<file path="src/rtl/vga_timing_pkg.sv">
// Default 640x480@60 raster constants and derived sync window bounds
// shared by the VGA timing generator and its helpers.
package vga_timing_pkg;

  localparam int DEF_H_ACTIVE = 640;
  localparam int DEF_H_FP     = 16;
  localparam int DEF_H_SYNC   = 96;
  localparam int DEF_H_BP     = 48;
  localparam int DEF_V_ACTIVE = 480;
  localparam int DEF_V_FP     = 10;
  localparam int DEF_V_SYNC   = 2;
  localparam int DEF_V_BP     = 33;

  localparam int DEF_H_TOTAL = DEF_H_ACTIVE + DEF_H_FP + DEF_H_SYNC + DEF_H_BP;
  localparam int DEF_V_TOTAL = DEF_V_ACTIVE + DEF_V_FP + DEF_V_SYNC + DEF_V_BP;

  localparam int DEF_HS_START = DEF_H_ACTIVE + DEF_H_FP;
  localparam int DEF_HS_END   = DEF_HS_START + DEF_H_SYNC;
  localparam int DEF_VS_START = DEF_V_ACTIVE + DEF_V_FP;
  localparam int DEF_VS_END   = DEF_VS_START + DEF_V_SYNC;

  localparam int CNT_W = 10;

  // Timing-mode record, kept for when more video modes are added
  typedef struct packed {
    logic [CNT_W-1:0] h_active;
    logic [CNT_W-1:0] h_fp;
    logic [CNT_W-1:0] h_sync;
    logic [CNT_W-1:0] h_bp;
    logic [CNT_W-1:0] v_active;
    logic [CNT_W-1:0] v_fp;
    logic [CNT_W-1:0] v_sync;
    logic [CNT_W-1:0] v_bp;
    logic             sync_active_low;
  } timing_mode_t;

  function automatic int mode_h_total(input timing_mode_t m);
    return int'(m.h_active) + int'(m.h_fp) + int'(m.h_sync) + int'(m.h_bp);
  endfunction

endpackage

</file>
<file path="src/rtl/vga_timing_gen_sync_delay_line.sv">
// Enable-qualified shift register with synchronous clear; depth 0 is a
// plain wire so callers can tune alignment down to zero latency.
module sync_delay_line #(
  parameter int WIDTH = 3,
  parameter int DEPTH = 1
) (
  input  logic             clk,
  input  logic             rst,
  input  logic             en,
  input  logic [WIDTH-1:0] d,
  output logic [WIDTH-1:0] q
);

  generate
    if (DEPTH == 0) begin : g_pass
      assign q = d;
    end else begin : g_pipe
      logic [DEPTH-1:0][WIDTH-1:0] stg;

      always_ff @(posedge clk) begin
        if (rst) begin
          stg <= '0;
        end else if (en) begin
          stg[0] <= d;
          for (int i = 1; i < DEPTH; i++) stg[i] <= stg[i-1];
        end
      end

      assign q = stg[DEPTH-1];
    end
  endgenerate

endmodule

</file>
<file path="src/rtl/vga_timing_gen.sv">
// Raster counters plus delayed active-video / sync outputs, advanced by
// a pixel-enable strobe so the same block runs from 25 MHz or 100 MHz.
module vga_timing_gen
  import vga_timing_pkg::*;
#(
  parameter int H_ACTIVE        = DEF_H_ACTIVE,
  parameter int H_FP            = DEF_H_FP,
  parameter int H_SYNC          = DEF_H_SYNC,
  parameter int H_BP            = DEF_H_BP,
  parameter int V_ACTIVE        = DEF_V_ACTIVE,
  parameter int V_FP            = DEF_V_FP,
  parameter int V_SYNC          = DEF_V_SYNC,
  parameter int V_BP            = DEF_V_BP,
  parameter bit SYNC_ACTIVE_LOW = 1'b1,
  parameter int SYNC_DELAY      = 1
) (
  input  logic             clk,
  input  logic             rst,
  input  logic             pix_ce,
  output logic [CNT_W-1:0] h_count,
  output logic [CNT_W-1:0] v_count,
  output logic             display_on,
  output logic             Hsync,
  output logic             Vsync,
  output logic             line_start,
  output logic             frame_start,
  output logic [7:0]       frame_count
);

  localparam int H_TOTAL = H_ACTIVE + H_FP + H_SYNC + H_BP;
  localparam int V_TOTAL = V_ACTIVE + V_FP + V_SYNC + V_BP;

  localparam logic [CNT_W-1:0] H_LAST   = CNT_W'(H_TOTAL - 1);
  localparam logic [CNT_W-1:0] V_LAST   = CNT_W'(V_TOTAL - 1);
  localparam logic [CNT_W-1:0] H_ACT    = CNT_W'(H_ACTIVE);
  localparam logic [CNT_W-1:0] V_ACT    = CNT_W'(V_ACTIVE);
  localparam logic [CNT_W-1:0] HS_START = CNT_W'(H_ACTIVE + H_FP);
  localparam logic [CNT_W-1:0] HS_END   = CNT_W'(H_ACTIVE + H_FP + H_SYNC);
  localparam logic [CNT_W-1:0] VS_START = CNT_W'(V_ACTIVE + V_FP);
  localparam logic [CNT_W-1:0] VS_END   = CNT_W'(V_ACTIVE + V_FP + V_SYNC);

  logic       h_wrap, v_wrap;
  logic [2:0] raw, dly;

  assign h_wrap = (h_count == H_LAST);
  assign v_wrap = (v_count == V_LAST);

  always_ff @(posedge clk) begin
    if (rst) begin
      h_count     <= '0;
      v_count     <= '0;
      frame_count <= '0;
      line_start  <= 1'b0;
      frame_start <= 1'b0;
    end else begin
      line_start  <= 1'b0;
      frame_start <= 1'b0;
      if (pix_ce) begin
        if (h_wrap) begin
          h_count    <= '0;
          line_start <= 1'b1;
          if (v_wrap) begin
            v_count     <= '0;
            frame_start <= 1'b1;
            frame_count <= frame_count + 8'd1;
          end else begin
            v_count <= v_count + 1'b1;
          end
        end else begin
          h_count <= h_count + 1'b1;
        end
      end
    end
  end

  // Raw flags are active-high; pin polarity is applied after the delay
  // so cleared delay stages already read as the inactive sync level.
  always_comb begin
    raw    = '0;
    raw[2] = (h_count < H_ACT) && (v_count < V_ACT);
    raw[1] = (h_count >= HS_START) && (h_count < HS_END);
    raw[0] = (v_count >= VS_START) && (v_count < VS_END);
  end

  sync_delay_line #(
    .WIDTH (3),
    .DEPTH (SYNC_DELAY)
  ) u_dly (
    .clk (clk),
    .rst (rst),
    .en  (pix_ce),
    .d   (raw),
    .q   (dly)
  );

  assign display_on = dly[2];
  assign Hsync      = dly[1] ^ SYNC_ACTIVE_LOW;
  assign Vsync      = dly[0] ^ SYNC_ACTIVE_LOW;

endmodule
</file>
<file path="config.mk">
export PLATFORM = sky130hd
export DESIGN_NAME = vga_timing_gen
export DESIGN_NICKNAME = d
export VERILOG_FILES = /design/src/rtl/vga_timing_pkg.sv /design/src/rtl/vga_timing_gen_sync_delay_line.sv /design/src/rtl/vga_timing_gen.sv
export SDC_FILE = /design/constraint.sdc
export NUM_CORES = 1
export LEC_CHECK = 0
export ABC_AREA = 1
export BUFFER_PORTS_ARGS = -buffer_cell sky130_fd_sc_hd__buf_4
export CAP_MARGIN = 30
export CORE_UTILIZATION = 56
export DETAILED_ROUTE_END_ITERATION = 10
export PLACE_DENSITY = 0.9
export SETUP_SLACK_MARGIN = 0.2
export SLEW_MARGIN = 20
export SYNTH_ARGS = -nofsm -noshare
export SYNTH_HDL_FRONTEND = slang
export SYNTH_SLANG_ARGS = --single-unit
</file>
<file path="constraint.sdc">
create_clock -name clk -period 2.45 [get_ports clk]
set_clock_uncertainty 0.15 [all_clocks]
set_input_delay 0.1225 -clock clk [delete_from_list [all_inputs] [get_ports clk]]
set_output_delay 0.1225 -clock clk [all_outputs]
set_load 0.01 [all_outputs]
</file>
==> impl_metrics.env <==
export IMPL_first_global_vias=1554
export IMPL_synth_largest_type_area_fraction_pct=36.7
export IMPL_relSlewSlack_pct=66.1
export IMPL_grt_start_max_net_pins=13
export IMPL_max_freq_mhz=565
export IMPL_synth_area_per_cell_um2=7.08
export IMPL_core_area_um2=3050
export IMPL_timing_final_hold_violations=0
export IMPL_critical_path_max_stage_delay_ns=0.41
export IMPL_global_route_usage_met3_pct=6.15
export IMPL_grt_setup_unrepaired="false"
export IMPL_worstPathArrival_ns=1.87
export IMPL_tritoncts="done"
export IMPL_critical_path_slowest_cell="sky130_fd_sc_hd__dfxtp_1"
export IMPL_via_count=1756
export IMPL_worst_skew_pair_latency_ns=0.34
export IMPL_synth_largest_area_cell="sky130_fd_sc_hd__dfxtp_1"
export IMPL_timing_final_crit_share_pct=72.2
export IMPL_instance_count_of_the_mapped_netlist=254
export IMPL_cts_max_path_buffers=2
export IMPL_critical_path_reg2reg_endpoint="frame_count[5]"
export IMPL_seq_area_um2=661
export IMPL_required_ns=2.55
export IMPL_clock_sinks=33
export IMPL_worstPathMaxFanout=10
export IMPL_num_io_pins=36
export IMPL_mostFrequentLayoutCell="sky130_fd_sc_hd__nand2_1"
export IMPL_totalWireLength_um=3880
export IMPL_vdd_ir_drop_worst_uv=341
export IMPL_initial_core_util_pct=58.9
export IMPL_insertedDiodeCount=0
export IMPL_crit_path_start_kind="register"
export IMPL_groute_layer_met2_usage_pct=42.2
export IMPL_ys_warn_count=0
export IMPL_aggregate_global_routing_overflow=0
export IMPL_reg2reg_from="h_count[0]"
export IMPL_synth_sequential_area_ratio_pct=36.7
export IMPL_transition_time_at_the_pin_with_the_least_slew_margin_ns=0.504
export IMPL_layout_filler_cells=266
export IMPL_yosys_register_bits=33
export IMPL_netlist_area_um2=1800
export IMPL_cts_made_buffers=5
export IMPL_cts_repair_resized=0
export IMPL_ctsRootBufferMaster="sky130_fd_sc_hd__clkbuf_4"
export IMPL_routedWlPerCell_um=11.4
export IMPL_nNetsFinal=303
export IMPL_io_buffers=35
export IMPL_worst_hold_path_num_cells=2
export IMPL_critical_path_cell_chain="ha_1, inv_1, nor2_2, nand2_4, nor2_8, nand2_8, nand2_4, o21ai_1, nand2_1, inv_1"
export IMPL_grt_use_total_pct=26.2
export IMPL_grt_antenna_before_repair=0
export IMPL_path_category_of_the_worst_min_delay_check="register to register"
export IMPL_grt_util_met1_pct=33.9
export IMPL_global_route_peak_usage_layer="met2"
export IMPL_power_static_leakage_nw=0.949
export IMPL_power_per_cell_area_nw_per_um2=465
export IMPL_gp_congestion=0.936
export IMPL_finalCriticalPeriod_ns=1.77
export IMPL_wire_length_of_the_first_global_routing_pass_um=6800
export IMPL_std_cell_rows=20
export IMPL_max_cap_viol_count=0
export IMPL_drt_first_pass_iters=4
export IMPL_area_growth_synth_to_final_pct=22.6
export IMPL_dp_final_hpwl_um=3030
export IMPL_drive_gt1_share_pct=23.0
export IMPL_min_from="u_dly.q[2]"
export IMPL_r2r_setup_slack_ns=0.68
export IMPL_run_status="finished, final reports clean"
export IMPL_finalPower_mw=1.03
export IMPL_drt_antenna_violating_nets=0
export IMPL_drc=0
export IMPL_detail_route_iter0_violations=118
export IMPL_die_area_um2=3440
export IMPL_reg2reg_depth=10
export IMPL_endpoint_kind="register"
export IMPL_hold_end="u_dly.q[2]"
export IMPL_postCtsSetupBuffers=0
export IMPL_synthTopCellsByArea="sky130_fd_sc_hd__dfxtp_1 (37%), sky130_fd_sc_hd__nand2_1 (9.8%), sky130_fd_sc_hd__inv_1 (7.5%)"
export IMPL_die_height_um=58.7
export IMPL_setup_violations_final=0
export IMPL_synth_cell_type_count=31
export IMPL_finalSetupTns_ns=0
export IMPL_die_width_um=58.7
export IMPL_multi_input_area_um2=962
export IMPL_ctsHoldBuffers=2
export IMPL_vias_per_cell=5.16
export IMPL_clk_pin_slew_ns=0.10
export IMPL_layout_cells_most_common_list="sky130_fd_sc_hd__nand2_1 (47), sky130_fd_sc_hd__inv_1 (36), sky130_fd_sc_hd__nor2_1 (35), sky130_fd_sc_hd__buf_4 (35), sky130_fd_sc_hd__dfxtp_1 (33)"
export IMPL_cts_htree_levels=2
export IMPL_final_max_slew_viol_count=0
export IMPL_synth_net_count=262
export IMPL_critical_path_class="register to register"
## cells in the mapped netlist
cell type                  count
sky130_fd_sc_hd__nor2_2        2
sky130_fd_sc_hd__o21bai_2      2
sky130_fd_sc_hd__nand2_8       1
sky130_fd_sc_hd__clkbuf_1      1
sky130_fd_sc_hd__nor3_2        1
sky130_fd_sc_hd__buf_2         1
sky130_fd_sc_hd__buf_4         1
sky130_fd_sc_hd__a21oi_1      11
sky130_fd_sc_hd__nor4_1        3
sky130_fd_sc_hd__dfxtp_1      33
sky130_fd_sc_hd__o21ai_2       3
sky130_fd_sc_hd__nand4_1       5
sky130_fd_sc_hd__xor2_1        3
sky130_fd_sc_hd__nor2_8        1
sky130_fd_sc_hd__nand3b_1      2
sky130_fd_sc_hd__o21ai_0       4
sky130_fd_sc_hd__o21ai_1       3
sky130_fd_sc_hd__ha_1          5
sky130_fd_sc_hd__nand2_4       2
sky130_fd_sc_hd__nand2_1      47
sky130_fd_sc_hd__inv_1        36
sky130_fd_sc_hd__nor3_1       15
sky130_fd_sc_hd__clkinv_2      1
sky130_fd_sc_hd__a211oi_1      2
sky130_fd_sc_hd__nor3b_1       2
sky130_fd_sc_hd__nor2_4        3
sky130_fd_sc_hd__nand3_4       1
sky130_fd_sc_hd__nand2_2       4
sky130_fd_sc_hd__nand3_1      19
sky130_fd_sc_hd__inv_2         5
sky130_fd_sc_hd__nor2_1       35
## final cells by class
cell class | instances | share of cell area, %
multi-input combinational | 176 | 43.6
sequential | 33 | 30.0
timing repair buffer | 37 | 12.8
inverter | 42 | 7.21
clock buffer | 7 | 2.50
tap | 44 | 2.50
clock inverter | 1 | 1.36
## worst max-delay path by stage
| stage | cells after the start | from | slack, ns | end |
|---|---|---|---|---|
| 2_1_floorplan | 10 | h_count[0] | 0.77 | frame_count[5] |
| 3_3_place_gp | 10 | h_count[1] | 0.77 | v_count[6] |
| 3_5_place_dp | 10 | h_count[0] | 0.70 | frame_count[5] |
| 4_1_cts | 10 | h_count[0] | 0.67 | frame_count[5] |
| 5_1_grt | 10 | h_count[0] | 0.51 | frame_count[5] |
| 6_report | 10 | h_count[0] | 0.68 | frame_count[5] |
## registers in the layout, indices dropped and copies added (netlist names)
register / flops
v_count: 10
frame_start: 1
h_count: 10
line_start: 1
u_dly.q: 3
frame_count: 8
## metrics by stage
| stage | worst slack (ns) | hold WS, ns | cells | util [%] | cell area, µm² |
|---|---|---|---|---|---|
| CTS | 0.669 | 0.324 | 340 | 72.2 | 2200 |
| finish | 0.682 | 0.325 | 340 | 72.2 | 2200 |
| detailed placement | 0.696 | 0.235 | 330 | 68.8 | 2100 |
| global placement | 0.768 | 0.228 | 330 | 68.8 | 2100 |
| floorplan | 0.766 | 0.138 | 254 | - | 1800 |
| global route | 0.514 | 0.350 | 340 | 72.2 | 2200 |
## critical path, delay by kind of cell (launching register included)
kind / cells / cell delay (ns)
AO/OA/AOI/OAI: 1 / 0.07
adder cells (fa/ha/maj): 1 / 0.23
buffers and inverters: 2 / 0.11
flip-flops: 1 / 0.41
AND/OR/NAND/NOR: 6 / 0.72
## power breakdown
part / switching, mW / internal, mW / total [mW]
combinational: 0.0283 / 0.0183 / 0.0466
clock: 0.190 / 0.244 / 0.433
sequential: 0.00442 / 0.541 / 0.545
total: 0.222 / 0.803 / 1.03
## metal layers
layer | wire [µm] | up-vias
met3 | 223 | 7
met1 | 1700 | 796
met4 | 70 | 0
met2 | 1890 | 55
li1 | - | 898
met5 | 0 | -
## cells by family (layout without fill, tap and decap cells)
| family | count (synthesis) | count (layout) | synth area share (%) |
|---|---|---|---|
| compound gates | 25 | 25 | 8.56 |
| xor+xnor | 3 | 3 | 1.46 |
| fa+ha+maj | 5 | 5 | 3.48 |
| buf+inv | 45 | 87 | 9.74 |
| flops | 33 | 33 | 36.7 |
| simple gates | 143 | 143 | 40.0 |
Power figures use the tool's default switching activity.
